`config.mk`:
```
export PLATFORM = sky130hd
export DESIGN_NAME = cmd_master_flat
export DESIGN_NICKNAME = d
export VERILOG_FILES = /design/src/rtl/cmd_master_if.sv /design/src/rtl/cmd_master.sv /design/src/flat_wrapper.sv
export SDC_FILE = /design/constraint.sdc
export NUM_CORES = 1
export LEC_CHECK = 0
export BUFFER_PORTS_ARGS = -buffer_cell sky130_fd_sc_hd__buf_2
export CAP_MARGIN = 20
export CORE_UTILIZATION = 55
export DETAILED_ROUTE_END_ITERATION = 8
export PLACE_DENSITY = 0.85
export RECOVER_POWER = 50
export SYNTH_ARGS = -nofsm -noshare
export SYNTH_HDL_FRONTEND = slang
export SYNTH_SLANG_ARGS = --single-unit
```
`constraint.sdc`:
```
create_clock -name sd_clock -period 8.4 [get_ports sd_clock]
set_clock_uncertainty 0.15 [all_clocks]
set_input_delay 0 -clock sd_clock [delete_from_list [all_inputs] [get_ports sd_clock]]
set_output_delay 0 -clock sd_clock [all_outputs]
set_load 0.1 [all_outputs]
```
`src/rtl/cmd_master_if.sv`:
```
// Link between the SD command-layer controller (master) and the command PHY (slave).
interface cmd_master_if;
  logic [39:0] cmd_to_send;
  logic        strobe_out;
  logic        ack_out;
  logic        idle_out;
  logic        strobe_in;
  logic        ack_in;
  logic [39:0] response;

  modport master (
    output cmd_to_send,
    output strobe_out,
    output ack_out,
    output idle_out,
    input  strobe_in,
    input  ack_in,
    input  response
  );

  modport slave (
    input  cmd_to_send,
    input  strobe_out,
    input  ack_out,
    input  idle_out,
    output strobe_in,
    output ack_in,
    output response
  );
endinterface

```
`src/rtl/cmd_master.sv`:
```
// SD host command-layer controller: builds the 40-bit command token, runs the PHY
// strobe/ack handshake, validates the response and enforces response/ack timeouts.
module cmd_master #(
  parameter int TIMEOUT_CYCLES = 512,
  parameter int CNT_W          = 10
) (
  input  logic                sd_clock,
  input  logic                reset,
  input  logic                new_command,
  input  logic [5:0]          cmd_index,
  input  logic [31:0]         cmd_argument,
  input  logic                check_index,
  input  logic                abort,
  output logic                busy,
  output logic                cmd_done,
  output logic [31:0]         response_arg,
  output logic [5:0]          response_index,
  output logic                timeout_error,
  output logic                index_error,
  output logic                frame_error,
  cmd_master_if.master        phy
);

  typedef enum logic [2:0] {
    IDLE,
    STROBE,
    WAIT_RESP,
    CHECK,
    ACK,
    ABORT,
    DONE
  } state_t;

  localparam logic [CNT_W-1:0] CNT_LAST = CNT_W'(TIMEOUT_CYCLES - 1);
  localparam logic [CNT_W-1:0] CNT_ONE  = CNT_W'(1);

  state_t      state_q, state_d;
  logic [CNT_W-1:0] cnt_q, cnt_d;
  logic [39:0] resp_cap_q, resp_cap_d;
  logic [39:0] cmd_q, cmd_d;
  logic [31:0] rarg_q, rarg_d;
  logic [5:0]  ridx_q, ridx_d;
  logic        terr_q, terr_d;
  logic        ierr_q, ierr_d;
  logic        ferr_q, ferr_d;
  logic        busy_q, busy_d;
  logic        done_q, done_d;
  logic        strobe_q, strobe_d;
  logic        ack_q, ack_d;
  logic        idle_q, idle_d;

  // One counter serves both the response wait and the ack wait; it is cleared
  // on entry to each, so both get the same budget of TIMEOUT_CYCLES cycles.
  always_comb begin
    state_d    = state_q;
    cnt_d      = cnt_q;
    resp_cap_d = resp_cap_q;
    cmd_d      = cmd_q;
    rarg_d     = rarg_q;
    ridx_d     = ridx_q;
    terr_d     = terr_q;
    ierr_d     = ierr_q;
    ferr_d     = ferr_q;

    unique case (state_q)
      IDLE: begin
        if (new_command) begin
          cmd_d   = {1'b0, 1'b1, cmd_index, cmd_argument};
          terr_d  = 1'b0;
          ierr_d  = 1'b0;
          ferr_d  = 1'b0;
          rarg_d  = '0;
          ridx_d  = '0;
          state_d = STROBE;
        end
      end

      STROBE: begin
        cnt_d   = '0;
        state_d = abort ? ABORT : WAIT_RESP;
      end

      // A response arriving in the expiry cycle still counts as on time.
      WAIT_RESP: begin
        if (abort) begin
          state_d = ABORT;
        end else if (phy.strobe_in) begin
          resp_cap_d = phy.response;
          state_d    = CHECK;
        end else if (cnt_q == CNT_LAST) begin
          terr_d  = 1'b1;
          state_d = ABORT;
        end else begin
          cnt_d = cnt_q + CNT_ONE;
        end
      end

      CHECK: begin
        if (abort) begin
          state_d = ABORT;
        end else begin
          ferr_d  = resp_cap_q[39] | resp_cap_q[38];
          ierr_d  = check_index & (resp_cap_q[37:32] != cmd_q[37:32]);
          rarg_d  = resp_cap_q[31:0];
          ridx_d  = resp_cap_q[37:32];
          cnt_d   = '0;
          state_d = ACK;
        end
      end

      ACK: begin
        if (abort) begin
          state_d = ABORT;
        end else if (phy.ack_in) begin
          state_d = DONE;
        end else if (cnt_q == CNT_LAST) begin
          terr_d  = 1'b1;
          state_d = ABORT;
        end else begin
          cnt_d = cnt_q + CNT_ONE;
        end
      end

      ABORT: state_d = DONE;

      DONE: state_d = IDLE;

      default: state_d = IDLE;
    endcase
  end

  // Handshake outputs are registered decodes of the next state, so each is
  // high for exactly the cycles the FSM spends in the matching state.
  always_comb begin
    busy_d   = (state_d != IDLE);
    done_d   = (state_d == DONE);
    strobe_d = (state_d == STROBE);
    ack_d    = (state_d == ACK);
    idle_d   = (state_d == ABORT);
  end

  always_ff @(posedge sd_clock or posedge reset) begin
    if (reset) begin
      state_q    <= IDLE;
      cnt_q      <= '0;
      resp_cap_q <= '0;
      cmd_q      <= '0;
      rarg_q     <= '0;
      ridx_q     <= '0;
      terr_q     <= 1'b0;
      ierr_q     <= 1'b0;
      ferr_q     <= 1'b0;
      busy_q     <= 1'b0;
      done_q     <= 1'b0;
      strobe_q   <= 1'b0;
      ack_q      <= 1'b0;
      idle_q     <= 1'b0;
    end else begin
      state_q    <= state_d;
      cnt_q      <= cnt_d;
      resp_cap_q <= resp_cap_d;
      cmd_q      <= cmd_d;
      rarg_q     <= rarg_d;
      ridx_q     <= ridx_d;
      terr_q     <= terr_d;
      ierr_q     <= ierr_d;
      ferr_q     <= ferr_d;
      busy_q     <= busy_d;
      done_q     <= done_d;
      strobe_q   <= strobe_d;
      ack_q      <= ack_d;
      idle_q     <= idle_d;
    end
  end

  assign busy            = busy_q;
  assign cmd_done        = done_q;
  assign response_arg    = rarg_q;
  assign response_index  = ridx_q;
  assign timeout_error   = terr_q;
  assign index_error     = ierr_q;
  assign frame_error     = ferr_q;
  assign phy.cmd_to_send = cmd_q;
  assign phy.strobe_out  = strobe_q;
  assign phy.ack_out     = ack_q;
  assign phy.idle_out    = idle_q;

endmodule
```
`src/flat_wrapper.sv`:
```
// flat-port wrapper written by rule: the top's interface ports become plain ports
module cmd_master_flat 
#(
  parameter int TIMEOUT_CYCLES = 512,
  parameter int CNT_W          = 10
)
  (sd_clock, reset, new_command, cmd_index, cmd_argument, check_index, abort, busy, cmd_done, response_arg, response_index, timeout_error, index_error, frame_error, phy_cmd_to_send, phy_strobe_out, phy_ack_out, phy_idle_out, phy_strobe_in, phy_ack_in, phy_response);
  cmd_master_if phy_i ();
  input  logic sd_clock;
  input  logic reset;
  input  logic new_command;
  input  logic [5:0] cmd_index;
  input  logic [31:0] cmd_argument;
  input  logic check_index;
  input  logic abort;
  output logic busy;
  output logic cmd_done;
  output logic [31:0] response_arg;
  output logic [5:0] response_index;
  output logic timeout_error;
  output logic index_error;
  output logic frame_error;
  output wire logic [$bits(phy_i.cmd_to_send)-1:0] phy_cmd_to_send;
  output wire logic [$bits(phy_i.strobe_out)-1:0] phy_strobe_out;
  output wire logic [$bits(phy_i.ack_out)-1:0] phy_ack_out;
  output wire logic [$bits(phy_i.idle_out)-1:0] phy_idle_out;
  input wire logic [$bits(phy_i.strobe_in)-1:0] phy_strobe_in;
  input wire logic [$bits(phy_i.ack_in)-1:0] phy_ack_in;
  input wire logic [$bits(phy_i.response)-1:0] phy_response;
  assign phy_cmd_to_send = phy_i.cmd_to_send;
  assign phy_strobe_out = phy_i.strobe_out;
  assign phy_ack_out = phy_i.ack_out;
  assign phy_idle_out = phy_i.idle_out;
  assign phy_i.strobe_in = phy_strobe_in;
  assign phy_i.ack_in = phy_ack_in;
  assign phy_i.response = phy_response;
  cmd_master #(.TIMEOUT_CYCLES(TIMEOUT_CYCLES), .CNT_W(CNT_W)) u_core (.sd_clock(sd_clock), .reset(reset), .new_command(new_command), .cmd_index(cmd_index), .cmd_argument(cmd_argument), .check_index(check_index), .abort(abort), .busy(busy), .cmd_done(cmd_done), .response_arg(response_arg), .response_index(response_index), .timeout_error(timeout_error), .index_error(index_error), .frame_error(frame_error), .phy(phy_i));
endmodule
```
==> results.ini <==
[status]
status = finished, violations left
violations = max-capacitance violations, max-slew violations

[worst_setup_path]
timing.rr.end = u_core.phy.cmd_to_send[13]
reg2reg_slack_ps = 4650
arrival_ps = 3980
path_delay_family = buffers and inverters
cp_slowest_cell = clkbuf_1
crit_buf_inv = 1
worst_setup_path_end_kind = flop
cp_cell_sequence = nor4b_1, clkbuf_1, mux2_1
worst_path_largest_cell_delay_ps = 1650
crit_fanout = 41
required_ps = 8640
worstSetupPathType = flop to flop
reg2reg_depth = 3
r2r_start = u_core.state_q[0]
cp-start-kind = flop

[cells_and_area]
final_nets = 811
fin_util = 0.8077
nFillCells = 575
multiInputGateArea_um2 = 2073
antenna_cells = 0
regArea_um2 = 3453
drive_gt1_frac = 0.2255
synthToLayoutAreaGrowth_pct = 40.51

[timing]
finalCritPeriodShare = 0.4458
grt_setup_unrepaired = no
max_slew_margin = -1.028
tightest_slew_ps = 3025
period_needed_ps = 3745
hold_violations = 0
fmax_mhz = 267.0
fin_tns_setup_ps = 0
report.final.slew_viol_count = 113
final-setup-viol-count = 0

[clocking]
cts.sinks = 138
clk_pin_slew_ps = 60
cts-root-buf = clkbuf_8
htree_num_levels = 4
clockBufferDepth = 2
cts_tree = built
clk_latency_ps = 530
numCtsBuffers = 17

[floorplanning]
io-pin-count = 171
die-area_um2 = 10720
start_util = 0.5748
num_rows = 36
core-area_um2 = 9864
die_h_um = 103.5
die_x_um = 103.5

[synth]
yosysSeqAreaShare = 0.6090
synth_top_cells_by_area = dfrtp_1 61%, mux2_2 7.9%, mux2_1 7.5%
synth_common_cells = 138 x dfrtp_1, 90 x nand2_1, 43 x o21ai_1
yosysMostFrequentCell = dfrtp_1
synth_warnings = 0
synth_top_area_share = 0.6090
synth_edf_count = 0
synthArstFlopShare = 1.000
yosysTopAreaCell = dfrtp_1
syn_area_per_cell_um2 = 11.96
yosys.cell_types.count = 51
syn_inst = 474
synth-main-ff-cell = dfrtp_1
netlist_area_um2 = 5670
ys_ff_latch = 138
synth_nets = 560

[pwr]
pwr-share-clk = 0.216
seqPwrFrac = 0.305
p_comb_frac = 0.479
ir_worst_vdd_mv = 0.3318
power_density_nw_per_um2 = 448.1
switching_share = 0.5153
internal-power_mw = 1.731
p_leak_nw = 3.526
power_mw = 3.571
p_sw_mw = 1.840

[min_path]
whs_endpoint = u_core.phy.cmd_to_send[14]
hold_path_class = input port to flop
hp-start = cmd_argument[14]
hold_depth = 3

[routing]
drc = 0
post_drt_via_cell_ratio = 5.552
avgRoutedWirePerCell_um = 18.64
drt-pass1-iter-count = 5
drtIter0Drc = 310
num_vias = 4825
ant_nets = 0
wirelength_um = 16200

[grt]
grt_max_degree = 81
antenna_found_initial = 0
grt_util_all_layers = 0.3182
grt_pass1_wl_um = 26160
grt_pass1_vias = 5262
grt_overflow_total = 0

[placed_design]
dpl.hpwl_um = 8464
gp_congestion = 0.8121
portBuffers = 169

[job]
maxCapViolCount = 2

==> flip-flops by register name (all words and copies together) (netlist names) <==
| signal | flops |
|---|---|
| u_core.busy | 1 |
| u_core.cnt_q | 10 |
| u_core.state_q | 3 |
| u_core.frame_error | 1 |
| u_core.phy.ack_out | 1 |
| u_core.response_arg | 32 |
| u_core.cmd_done | 1 |
| u_core.index_error | 1 |
| u_core.timeout_error | 1 |
| u_core.resp_cap_q | 40 |
| u_core.phy.strobe_out | 1 |
| u_core.response_index | 6 |
| u_core.phy.idle_out | 1 |
| u_core.phy.cmd_to_send | 39 |
==> worst max-delay path by stage <==
stage,from,to,depth (start not counted)
3_3_place_gp,u_core.state_q[0],u_core.response_index[5],6
5_1_grt,reset,u_core.phy.cmd_to_send[34],5
6_report,u_core.state_q[0],u_core.phy.cmd_to_send[13],3
4_1_cts,u_core.state_q[0],u_core.response_arg[5],6
3_5_place_dp,u_core.state_q[2],u_core.response_arg[5],6
2_1_floorplan,reset,u_core.busy,1
==> area by class of cell <==
type	count	share of cell area
Clock inverter	9	0.01822
Sequential cell	138	0.4334
Tap cell	133	0.02089
Timing Repair Buffer	259	0.2067
Multi-Input combinational cell	303	0.2602
Clock buffer	21	0.05763
Inverter	6	0.002984
==> worst reg2reg max path: cells and delay by family (launching register included) <==
family,cells,cell delay (ps)
AND/OR/NAND/NOR,1,860
flip-flops,1,520
buffers and inverters,1,1650
multiplexers,1,440
==> per-stage QoR <==
stage	hold slack [ps]	cells	setup slack (ps)	area (µm²)
floorplan	-15.30	474	4554	5670
global placement	-27.01	752	5827	6615
detailed placement	-15.90	752	5686	6615
CTS	19.36	868	5652	8080
global route	78.05	869	4314	7968
finish	84.80	869	4655	7968
==> power by group through the flow <==
stage               clock network [mW]  registers [mW]  logic (mW)
floorplan                            0            2.03       0.435
global placement                     0            1.06        1.65
detailed placement                   0            1.07        1.68
CTS                              0.768            1.07        1.72
global route                     0.806            1.11        1.78
finish                           0.772            1.09        1.71
==> cells by family (layout without fill, tap and decap cells) <==
logic type      after synthesis  count (layout)  synth area share
simple gates                139             139            0.1152
flops                       138             138            0.6090
mux                          79              79            0.1567
compound gates               77              77           0.08054
buf+inv                      33             295           0.02648
xor+xnor                      6               6          0.009267
fa+ha+maj                     1               1          0.002206
other cells                   1               1         0.0006613
==> cell usage in the layout, fill, tap and decap left out, types with 2 or more instances in the layout <==
cell           Yosys  routed
a21oi_1            6       5
buf_4              2       2
or2_2              2       2
o211ai_1           4       4
nand3_1            5       5
nor2_2             2       2
nand4_1            3       3
o21ai_1           43      43
clkbuf_8           0       4
nor2_1             9       8
nand2b_1           2       2
dlygate4sd3_1      0      86
xor2_1             2       2
or4_1              4       4
buf_2              9      84
clkbuf_1          15      87
xnor2_1            4       4
bufinv_16          0       4
mux2_1            38      40
clkbuf_16          0      16
clkinv_2           0       5
nand2_1           90      90
inv_1              6       5
nand4b_1           3       3
dfrtp_1          138     138
o21ai_0           11      11
nor3b_1            2       2
nor3_1             6       6
or2_1              2       2
mux2_2            40      38
==> what timing repair did <==
action	in CTS	in global routing
gates resized for setup	0	0
buffers inserted	0	0
endpoints found under the hold margin	157	0
hold buffers	86	0
==> layer usage <==
metal / up-vias / track usage / routed length, µm
met3: 67 / 0.08622 / 1051
met2: 257 / 0.5547 / 8400
met5: - / 0 / 0
met4: 0 / 0.1553 / 759
met1: 2359 / 0.3616 / 5986
li1: 2142 / - / -
Note: power is estimated with default switching activity, not from simulation.
